--- src/rtl/nes_joypad_pkg.sv ---
// ============================================================================
// Module : nes_pkg
// Brief  : Shared keycode, button-index and address constants for the joypad.
// Rev    : 1.0  initial release
// ============================================================================
`default_nettype none

package nes_pkg;

  // USB HID keycodes that map onto NES buttons
  localparam logic [7:0] KC_A      = 8'h1B;
  localparam logic [7:0] KC_B      = 8'h1D;
  localparam logic [7:0] KC_SELECT = 8'h2B;
  localparam logic [7:0] KC_START  = 8'h28;
  localparam logic [7:0] KC_UP     = 8'h52;
  localparam logic [7:0] KC_DOWN   = 8'h51;
  localparam logic [7:0] KC_LEFT   = 8'h50;
  localparam logic [7:0] KC_RIGHT  = 8'h4F;

  localparam int BTN_A      = 0;
  localparam int BTN_B      = 1;
  localparam int BTN_SELECT = 2;
  localparam int BTN_START  = 3;
  localparam int BTN_UP     = 4;
  localparam int BTN_DOWN   = 5;
  localparam int BTN_LEFT   = 6;
  localparam int BTN_RIGHT  = 7;

  localparam logic [15:0] JOY1_ADDR = 16'h4016;
  localparam logic [15:0] JOY2_ADDR = 16'h4017;

  typedef logic [7:0] btn_mask_t;

endpackage

`default_nettype wire

--- src/rtl/nes_joypad_if.sv ---
// ============================================================================
// Module : nes_joypad_if
// Brief  : CPU-side register access bus for the joypad ports.
// Rev    : 1.0  initial release
// ============================================================================
`default_nettype none

interface nes_joypad_if;
  logic        cpu_ce;
  logic [15:0] cpu_addr;
  logic        cpu_we;
  logic        cpu_re;
  logic [7:0]  cpu_wdata;
  logic [7:0]  rdata;
  logic        rdata_valid;

  modport master (
    output cpu_ce, cpu_addr, cpu_we, cpu_re, cpu_wdata,
    input  rdata, rdata_valid
  );

  modport slave (
    input  cpu_ce, cpu_addr, cpu_we, cpu_re, cpu_wdata,
    output rdata, rdata_valid
  );
endinterface

`default_nettype wire

--- src/rtl/nes_joypad_key_decode.sv ---
// ============================================================================
// Module : nes_key_decode
// Brief  : Maps one USB HID keycode onto a one-hot NES button mask.
// Rev    : 1.0  initial release
// ============================================================================
`default_nettype none

module nes_key_decode
  import nes_pkg::*;
(
  input  logic [7:0] keycode,
  output btn_mask_t  mask
);

  always_comb begin
    mask = '0;
    case (keycode)
      KC_A:      mask[BTN_A]      = 1'b1;
      KC_B:      mask[BTN_B]      = 1'b1;
      KC_SELECT: mask[BTN_SELECT] = 1'b1;
      KC_START:  mask[BTN_START]  = 1'b1;
      KC_UP:     mask[BTN_UP]     = 1'b1;
      KC_DOWN:   mask[BTN_DOWN]   = 1'b1;
      KC_LEFT:   mask[BTN_LEFT]   = 1'b1;
      KC_RIGHT:  mask[BTN_RIGHT]  = 1'b1;
      default:   mask = '0;
    endcase
  end

endmodule

`default_nettype wire

--- src/rtl/nes_joypad.sv ---
// ============================================================================
// Module : nes_joypad
// Brief  : NES controller-1 emulation at $4016/$4017 driven by USB keycodes.
// Rev    : 1.0  initial release
// ============================================================================
`default_nettype none

module nes_joypad
  import nes_pkg::*;
#(
  parameter bit         SOCD_CLEAN  = 1'b1,
  parameter logic [2:0] OPEN_BUS_HI = 3'b010
) (
  input  logic             Clk,
  input  logic             Reset,
  input  logic [7:0]       keycode0,
  input  logic [7:0]       keycode1,
  nes_joypad_if.slave      bus,
  output btn_mask_t        buttons
);

  btn_mask_t mask0;
  btn_mask_t mask1;
  btn_mask_t raw_btn;
  btn_mask_t next_btn;

  logic       strobe;
  logic [7:0] shreg;
  logic [7:0] rdata_q;
  logic       rdata_valid_q;

  logic wr_acc;
  logic rd1_acc;
  logic rd2_acc;
  logic shift_en;
  logic read_bit;
  logic unused_wdata;

  nes_key_decode u_dec0 (.keycode(keycode0), .mask(mask0));
  nes_key_decode u_dec1 (.keycode(keycode1), .mask(mask1));

  assign raw_btn = mask0 | mask1;

  // Opposing directions cancel so a game never sees an impossible d-pad state
  always_comb begin
    next_btn = raw_btn;
    if (SOCD_CLEAN) begin
      if (raw_btn[BTN_UP] && raw_btn[BTN_DOWN]) begin
        next_btn[BTN_UP]   = 1'b0;
        next_btn[BTN_DOWN] = 1'b0;
      end
      if (raw_btn[BTN_LEFT] && raw_btn[BTN_RIGHT]) begin
        next_btn[BTN_LEFT]  = 1'b0;
        next_btn[BTN_RIGHT] = 1'b0;
      end
    end
  end

  assign wr_acc  = bus.cpu_ce && bus.cpu_we && (bus.cpu_addr == JOY1_ADDR);
  assign rd1_acc = bus.cpu_ce && bus.cpu_re && (bus.cpu_addr == JOY1_ADDR);
  assign rd2_acc = bus.cpu_ce && bus.cpu_re && (bus.cpu_addr == JOY2_ADDR);

  // A read sharing its cycle with a write sees the old state and does not shift
  assign shift_en = rd1_acc && !strobe && !wr_acc;
  assign read_bit = strobe ? buttons[BTN_A] : shreg[0];

  assign unused_wdata = ^bus.cpu_wdata[7:1];

  always_ff @(posedge Clk) begin
    if (Reset) begin
      buttons       <= '0;
      strobe        <= 1'b0;
      shreg         <= 8'h00;
      rdata_q       <= 8'h00;
      rdata_valid_q <= 1'b0;
    end else begin
      buttons       <= next_btn;
      rdata_valid_q <= rd1_acc || rd2_acc;

      if (wr_acc) begin
        strobe <= bus.cpu_wdata[0];
      end

      // Shifting in ones makes reads past the eighth return 1, as on a real pad
      if (strobe) begin
        shreg <= buttons;
      end else if (shift_en) begin
        shreg <= {1'b1, shreg[7:1]};
      end

      if (rd1_acc) begin
        rdata_q <= {OPEN_BUS_HI, 4'b0000, read_bit};
      end else if (rd2_acc) begin
        rdata_q <= {OPEN_BUS_HI, 5'b00000};
      end
    end
  end

  assign bus.rdata       = rdata_q;
  assign bus.rdata_valid = rdata_valid_q;

endmodule

`default_nettype wire

--- src/flat_wrapper.sv ---
// flat-port wrapper written by rule: the top's interface ports become plain ports
module nes_joypad_flat import nes_pkg::*;
#(
  parameter bit         SOCD_CLEAN  = 1'b1,
  parameter logic [2:0] OPEN_BUS_HI = 3'b010
)
  (Clk, Reset, keycode0, keycode1, buttons, bus_cpu_ce, bus_cpu_addr, bus_cpu_we, bus_cpu_re, bus_cpu_wdata, bus_rdata, bus_rdata_valid);
  nes_joypad_if bus_i ();
  input  logic Clk;
  input  logic Reset;
  input  logic [7:0] keycode0;
  input  logic [7:0] keycode1;
  output btn_mask_t buttons;
  input wire logic [$bits(bus_i.cpu_ce)-1:0] bus_cpu_ce;
  input wire logic [$bits(bus_i.cpu_addr)-1:0] bus_cpu_addr;
  input wire logic [$bits(bus_i.cpu_we)-1:0] bus_cpu_we;
  input wire logic [$bits(bus_i.cpu_re)-1:0] bus_cpu_re;
  input wire logic [$bits(bus_i.cpu_wdata)-1:0] bus_cpu_wdata;
  output wire logic [$bits(bus_i.rdata)-1:0] bus_rdata;
  output wire logic [$bits(bus_i.rdata_valid)-1:0] bus_rdata_valid;
  assign bus_i.cpu_ce = bus_cpu_ce;
  assign bus_i.cpu_addr = bus_cpu_addr;
  assign bus_i.cpu_we = bus_cpu_we;
  assign bus_i.cpu_re = bus_cpu_re;
  assign bus_i.cpu_wdata = bus_cpu_wdata;
  assign bus_rdata = bus_i.rdata;
  assign bus_rdata_valid = bus_i.rdata_valid;
  nes_joypad #(.SOCD_CLEAN(SOCD_CLEAN), .OPEN_BUS_HI(OPEN_BUS_HI)) u_core (.Clk(Clk), .Reset(Reset), .keycode0(keycode0), .keycode1(keycode1), .bus(bus_i), .buttons(buttons));
endmodule
--- config.mk ---
export PLATFORM = sky130hd
export DESIGN_NAME = nes_joypad_flat
export DESIGN_NICKNAME = d
export VERILOG_FILES = /design/src/rtl/nes_joypad_pkg.sv /design/src/rtl/nes_joypad_if.sv /design/src/rtl/nes_joypad_key_decode.sv /design/src/rtl/nes_joypad.sv /design/src/flat_wrapper.sv
export SDC_FILE = /design/constraint.sdc
export NUM_CORES = 1
export LEC_CHECK = 0
export BUFFER_PORTS_ARGS = -buffer_cell sky130_fd_sc_hd__buf_2
export CORE_MARGIN = 3
export CORE_UTILIZATION = 47
export CTS_CLUSTER_SIZE = 12
export DETAILED_ROUTE_END_ITERATION = 8
export PLACE_DENSITY = 0.91
export SKIP_CTS_REPAIR_TIMING = 1
export SYNTH_ARGS = -nofsm -noshare
export SYNTH_HDL_FRONTEND = slang
export SYNTH_SLANG_ARGS = --single-unit
--- constraint.sdc ---
create_clock -name Clk -period 3.3 [get_ports Clk]
set_clock_uncertainty 0.05 [all_clocks]
set_input_delay 0.825 -clock Clk [delete_from_list [all_inputs] [get_ports Clk]]
set_output_delay 0.825 -clock Clk [all_outputs]
set_load 0.005 [all_outputs]
[Yosys cells after proc, flatten, opt, wreduce, memory -nomap -nowiden]
Index checks and enable logic that the tools add are counted.
Cells by class
  reduce and logical (&&, ||, !) cells: 16
  muxes and demuxes: 21
  eq/ne operators: 18
  bitwise operators: 1
Operators with widths (number)
  == test 8 x 7 -> 1 bit (second input constant): 8
  == test 16 x 15 -> 1 bit (second input constant): 2
  == test 8 x 5 -> 1 bit (second input constant): 4
  == test 8 x 6 -> 1 bit (second input constant): 4
  two-way mux 1 bit: 17
  two-way mux 8 bit: 2
  two-way mux 7 bit: 2
  logical AND 1 bit: 9
  OR 8 bit: 1
  nonzero test 2 bit: 2
  OR reduction 2 bit: 2
  logical NOT 1 bit: 2
  logical OR 1 bit: 1
Storage, ports and cells
  flip-flop bits (word level): 20
  bits of input ports: 45
  logic and storage cells: 63
  output and inout port bits: 17

[Longest topological paths before layout]
  word-level depth: 6
  depth in mapped cells: 5
  depth with buffers taken out: 4

[Hierarchy]
From an unflattened synthesis, not the netlist that was laid out.
Unflattened totals
  cell total of the unflattened synthesis: 140
  area total of the unflattened synthesis: 1248.7 µm²
Modules (own cells, without submodules)
  nes_joypad: cells each 102, area an instance 955.9 µm², instances 1, seq. area each 400.4 µm²
  nes_key_decode: cells each 19, area an instance 146.4 µm², instances 2, seq. area each 0.0 µm²

[Worst setup path before layout]
No wires, ideal clock.
  path type: in2reg
  from: input keycode1[5]
  to: register u_core.buttons[4]
  arrival time: 1.807 ns
  library setup time: 0.121 ns
  path slack: 1.321 ns
  cell stages on the path: 4
  required time: 3.129 ns
  buffers on the path: 0
  cells stage by stage: or3b_4 nor4b_4 a32oi_1 nor3b_1
On the way
  word-level cells in the longest chain between the ends: 5
  elaborated cells between the ends (all ways): 7
  classes of those cells: 2 x eq/ne; 2 x mux; 1 x bitwise; 2 x reduce/logical
Ends and longest elaborated chain
  from (decl): RTL line flat_wrapper.sv:12  | input logic [7:0] keycode1;
  == test 8 x 7 -> 1 bit: RTL line nes_joypad_key_decode.sv:17  | case (keycode)
  two-way mux 1 bit: RTL line nes_joypad_key_decode.sv:17
  OR 8 bit (*): RTL line nes_joypad.sv:42  | assign raw_btn = mask0 | mask1;
  logical AND 1 bit: RTL line nes_joypad.sv:48  | if (raw_btn[BTN_UP] && raw_btn[BTN_DOWN]) begin
  OR reduction 2 bit (no line)
  to (signal assigned): RTL line nes_joypad.sv:77  | buttons <= next_btn;
  to (decl): RTL line nes_joypad.sv:19  | output btn_mask_t buttons
Every way passes the cells marked *; elsewhere a longest branch is shown, timed or not.
A chain may end at the register's enable or synchronous reset.

[Worst setup path after layout]
  from: input bus_cpu_addr[10]
  to: register u_core.shreg[2]
On the way
  word-level cells in the longest chain between the ends: 5
  elaborated cells between the ends (all ways): 7
  classes of those cells: 1 x eq/ne; 6 x reduce/logical
Ends and longest elaborated chain
  from (decl): RTL line flat_wrapper.sv:15  | input wire logic [$bits(bus_i.cpu_addr)-1:0] bus_cpu_addr;
  == test 16 x 15 -> 1 bit (*): RTL line nes_joypad.sv:59, nes_joypad.sv:60
  logical AND 1 bit (on tied branches): RTL line nes_joypad.sv:60, nes_joypad.sv:59
  logical AND 1 bit / logical NOT 1 bit (equally long branches): RTL line nes_joypad.sv:64  | assign shift_en = rd1_acc && !strobe && !wr_acc;
  logical AND 1 bit (*): RTL line nes_joypad.sv:64
  nonzero test 2 bit (no line) (*)
  to (signal assigned): RTL line nes_joypad.sv:86  | shreg <= buttons;
  to (signal assigned): RTL line nes_joypad.sv:88  | shreg <= {1'b1, shreg[7:1]};
  to (decl): RTL line nes_joypad.sv:28  | logic [7:0] shreg;
Marks and branches as above.

==> reports/qor.log <==
INFO  global_route   pin_count_of_the_biggest_net_entering_global_routing=21
INFO  synthesis      post_synth_inst_count=131
INFO  route          drt-pass1-iter-count=6
INFO  setup_path     critical_path.endpoint_type=flip-flop
INFO  cells_and_area core_utilization_of_the_finished_layout=62.1%
INFO  power_and_ir_drop pwr_density_cell=351nW/um^2
INFO  cells_and_area layout.cells.most_common_list=buf_2, dfxtp_1, nor2_1
INFO  cells_and_area drive_gt1_share=35.2%
INFO  synthesis      synth_cell_type_count=42
INFO  status         outcome=complete, but fails checks
INFO  setup_path     critical_path_arrival=2160ps
INFO  placement      portBuffers=48
INFO  global_route   wire_length_of_the_first_global_routing_pass=4540microns
INFO  timing         crit_share_post_route=60.5%
INFO  placement      gpl.final_weighted_congestion=0.821
INFO  setup_path     critical_path_required=3460ps
INFO  route          route.detailed.drc=2
INFO  setup_path     setup.worst_path.class=primary input to flip-flop
INFO  timing         worst_slew_margin_rel=56.5%
INFO  power_and_ir_drop ir_drop=326uV
INFO  cts            buffer_type_at_the_clock_tree_root=clkbuf_4
INFO  floorplan      die_x=55.6microns
INFO  cts            sink_count=20
INFO  timing         fin_setup_tns=0ps
INFO  global_route   total_routing_usage_reported_by_global_routing=17.6%
INFO  synthesis      muxShareOfSynthArea=0.865%
INFO  synthesis      ys_seq_area_share=34.6%
INFO  cells_and_area number_of_antenna_repair_diodes=0
INFO  global_route   first_global_vias=1,066
INFO  timing         setup_viol=0
INFO  cts            max-clock-path-buffers=2
INFO  placement      place_hpwl=2280microns
INFO  timing         grt_setup_unrepaired=false
INFO  floorplan      coreArea=2280squm
INFO  global_route   grt_antenna_before_repair=0
INFO  synthesis      synth_compound_gate_area_share=23.7%
INFO  synthesis      yosys.area_share.adder=0%
INFO  cts            worst_setup_hold_path_clk_slew=110ps
INFO  cells_and_area areaGrowthSynthToFinish=22.1%
INFO  setup_path     critical_path_launch_point_type=primary input
INFO  cells_and_area mostFrequentLayoutCell=buf_2
INFO  synthesis      synthesis.area_per_instance=8.83squm
INFO  status         violations=design-rule violations
INFO  timing         achievable-frequency=501MHz
INFO  synthesis      yosys_warnings=0
INFO  cts            cts_tree=done
INFO  global_route   globalRoute.totalOverflow=0
INFO  run            max_cap_violations=0
INFO  synthesis      synth_seq_cells=20
INFO  cts            clk_lat_worst_skew=300ps
INFO  synthesis      synth_simple_gate_area_share=28.4%
INFO  synthesis      netlist_area=1160squm
INFO  setup_path     critical_path_peak_fanout=9
INFO  floorplan      floorplan.die_area=3090squm
INFO  timing         max_slew.worst_pin.slew=652ps
INFO  floorplan      die_y=55.6microns
INFO  power_and_ir_drop leakage=0.593nW
INFO  cells_and_area layout.nets=222
INFO  timing         final_hold_viol_count=0
INFO  route          post_drt_wl_per_cell=13.8microns
INFO  route          total_vias_in_the_final_route=1,171
INFO  cts            cts.htree.levels=1
INFO  synthesis      synth_xor_area_share=0%
INFO  cts            numCtsBuffers=3
INFO  floorplan      std_cell_rows=17
INFO  route          antenna_violating_nets_post_route=0
INFO  floorplan      ports=62
INFO  floorplan      initial_core_util=50.9%
INFO  route          drt-vias-per-instance=5.74
INFO  hold_path      worst_hold_path_type=flip-flop to flip-flop
INFO  route          drt_iter0_drc=17
INFO  synthesis      dominant_combinational_cell_family_by_area_after_synthesis=simple AND/OR/NAND/NOR gates
INFO  timing         final.min_clock_period=2000ps
INFO  route          detail_route.wirelength=2810microns
INFO  timing         final_max_slew_viol_count=0
synth_stat cells:
cell | number | area (sq um)
o31ai_1 | 1 | 7.51
nor3b_1 | 4 | 30.0
nand4_1 | 1 | 6.26
clkinv_1 | 1 | 3.75
a21oi_1 | 6 | 30.0
conb_1 | 1 | 3.75
a31oi_1 | 1 | 6.26
nor4_1 | 2 | 12.5
nor4_2 | 2 | 25.0
a221oi_2 | 3 | 45.0
nor2_1 | 15 | 56.3
nand2b_1 | 1 | 6.26
buf_4 | 8 | 60.1
a22oi_1 | 2 | 15.0
clkbuf_1 | 3 | 11.3
nand3_1 | 1 | 5.00
mux2i_1 | 1 | 10.0
o21ai_0 | 1 | 5.00
nor3_1 | 1 | 5.00
nor2b_1 | 2 | 12.5
clkbuf_8 | 2 | 27.5
nor4b_1 | 1 | 8.76
and3b_1 | 1 | 8.76
a41oi_1 | 7 | 61.3
dfxtp_1 | 20 | 400
nand4b_1 | 1 | 8.76
and4bb_1 | 1 | 12.5
o21ai_1 | 7 | 35.0
o31a_1 | 1 | 8.76
a221oi_1 | 3 | 26.3
a211oi_1 | 1 | 7.51
or3b_4 | 1 | 11.3
nand3b_1 | 1 | 7.51
and4_1 | 1 | 8.76
nor3b_2 | 1 | 12.5
or4_1 | 1 | 7.51
and4b_2 | 1 | 11.3
a32oi_1 | 3 | 26.3
nand2_1 | 3 | 11.3
and3_1 | 6 | 37.5
nor4b_4 | 1 | 23.8
inv_1 | 10 | 37.5
through the flow:
stage / area, sq um / instances / hold slack, ps / worst slack [ps] / power [mW]
floorplan: 1180 / 136 / 398 / 1320 / 0.276
CTS: 1410 / 204 / 437 / 1310 / 0.495
global placement: 1360 / 200 / 404 / 1050 / 0.300
finish: 1410 / 204 / 431 / 1300 / 0.496
detailed placement: 1360 / 200 / 411 / 1000 / 0.303
global route: 1410 / 204 / 458 / 1220 / 0.516
critical path: stages:
cell      delay (ps)
buf_2            100
nor4_2           320
and4_1           440
a41oi_1          170
a221oi_1         310
report_power, final:
part / leakage, nW / total, mW / switching, mW / internal (mW)
logic: 0.404 / 0.0569 / 0.0323 / 0.0247
clock network: 0.0279 / 0.197 / 0.0746 / 0.123
registers: 0.161 / 0.242 / 0.000219 / 0.242
routing by layer:
layer / part of all wire, % / global-route usage (%) / vias to the layer above
met1: 41 / 21.3 / 554
li1: - / - / 574
met3: 5.3 / 2.55 / 6
met5: 0 / 0 / -
met2: 53 / 32.4 / 37
met4: 1.1 / 3.82 / 0
logic make-up after synthesis:
kind of cell | count (synthesis)
and+or+nand+nor | 49
muxes | 1
other | 1
AOI/OAI and AO/OA | 36
DFF | 20
buffers and inverters | 24
registers in the layout, summed over array words and instances, names as in the netlist:
register                flops
u_core.buttons              8
u_core.strobe               1
u_core.shreg                8
u_core.bus.rdata_valid      1
u_core.bus.rdata            2
layout make-up:
cell class	count	area (sq um)
timing repair buffer	49	248
clock inverter	1	30.0
fill	195	863
inverter	11	41.3
multi-input combinational	92	636
tap	28	35.0
clock buffer	3	22.5
sequential	20	400
worst paths after layout:
path                            depth (start not counted)                 from  slack [ps]             endpoint
worst max-delay path                                    5     bus_cpu_addr[10]        1300      u_core.shreg[2]
worst min-delay path                                    2  u_core.bus.rdata[0]         430  u_core.bus.rdata[0]
worst max register to register                          3        u_core.strobe        1720  u_core.bus.rdata[0]
worst min register to register                          2  u_core.bus.rdata[0]         430  u_core.bus.rdata[0]
(Power assumes the default switching activity.)
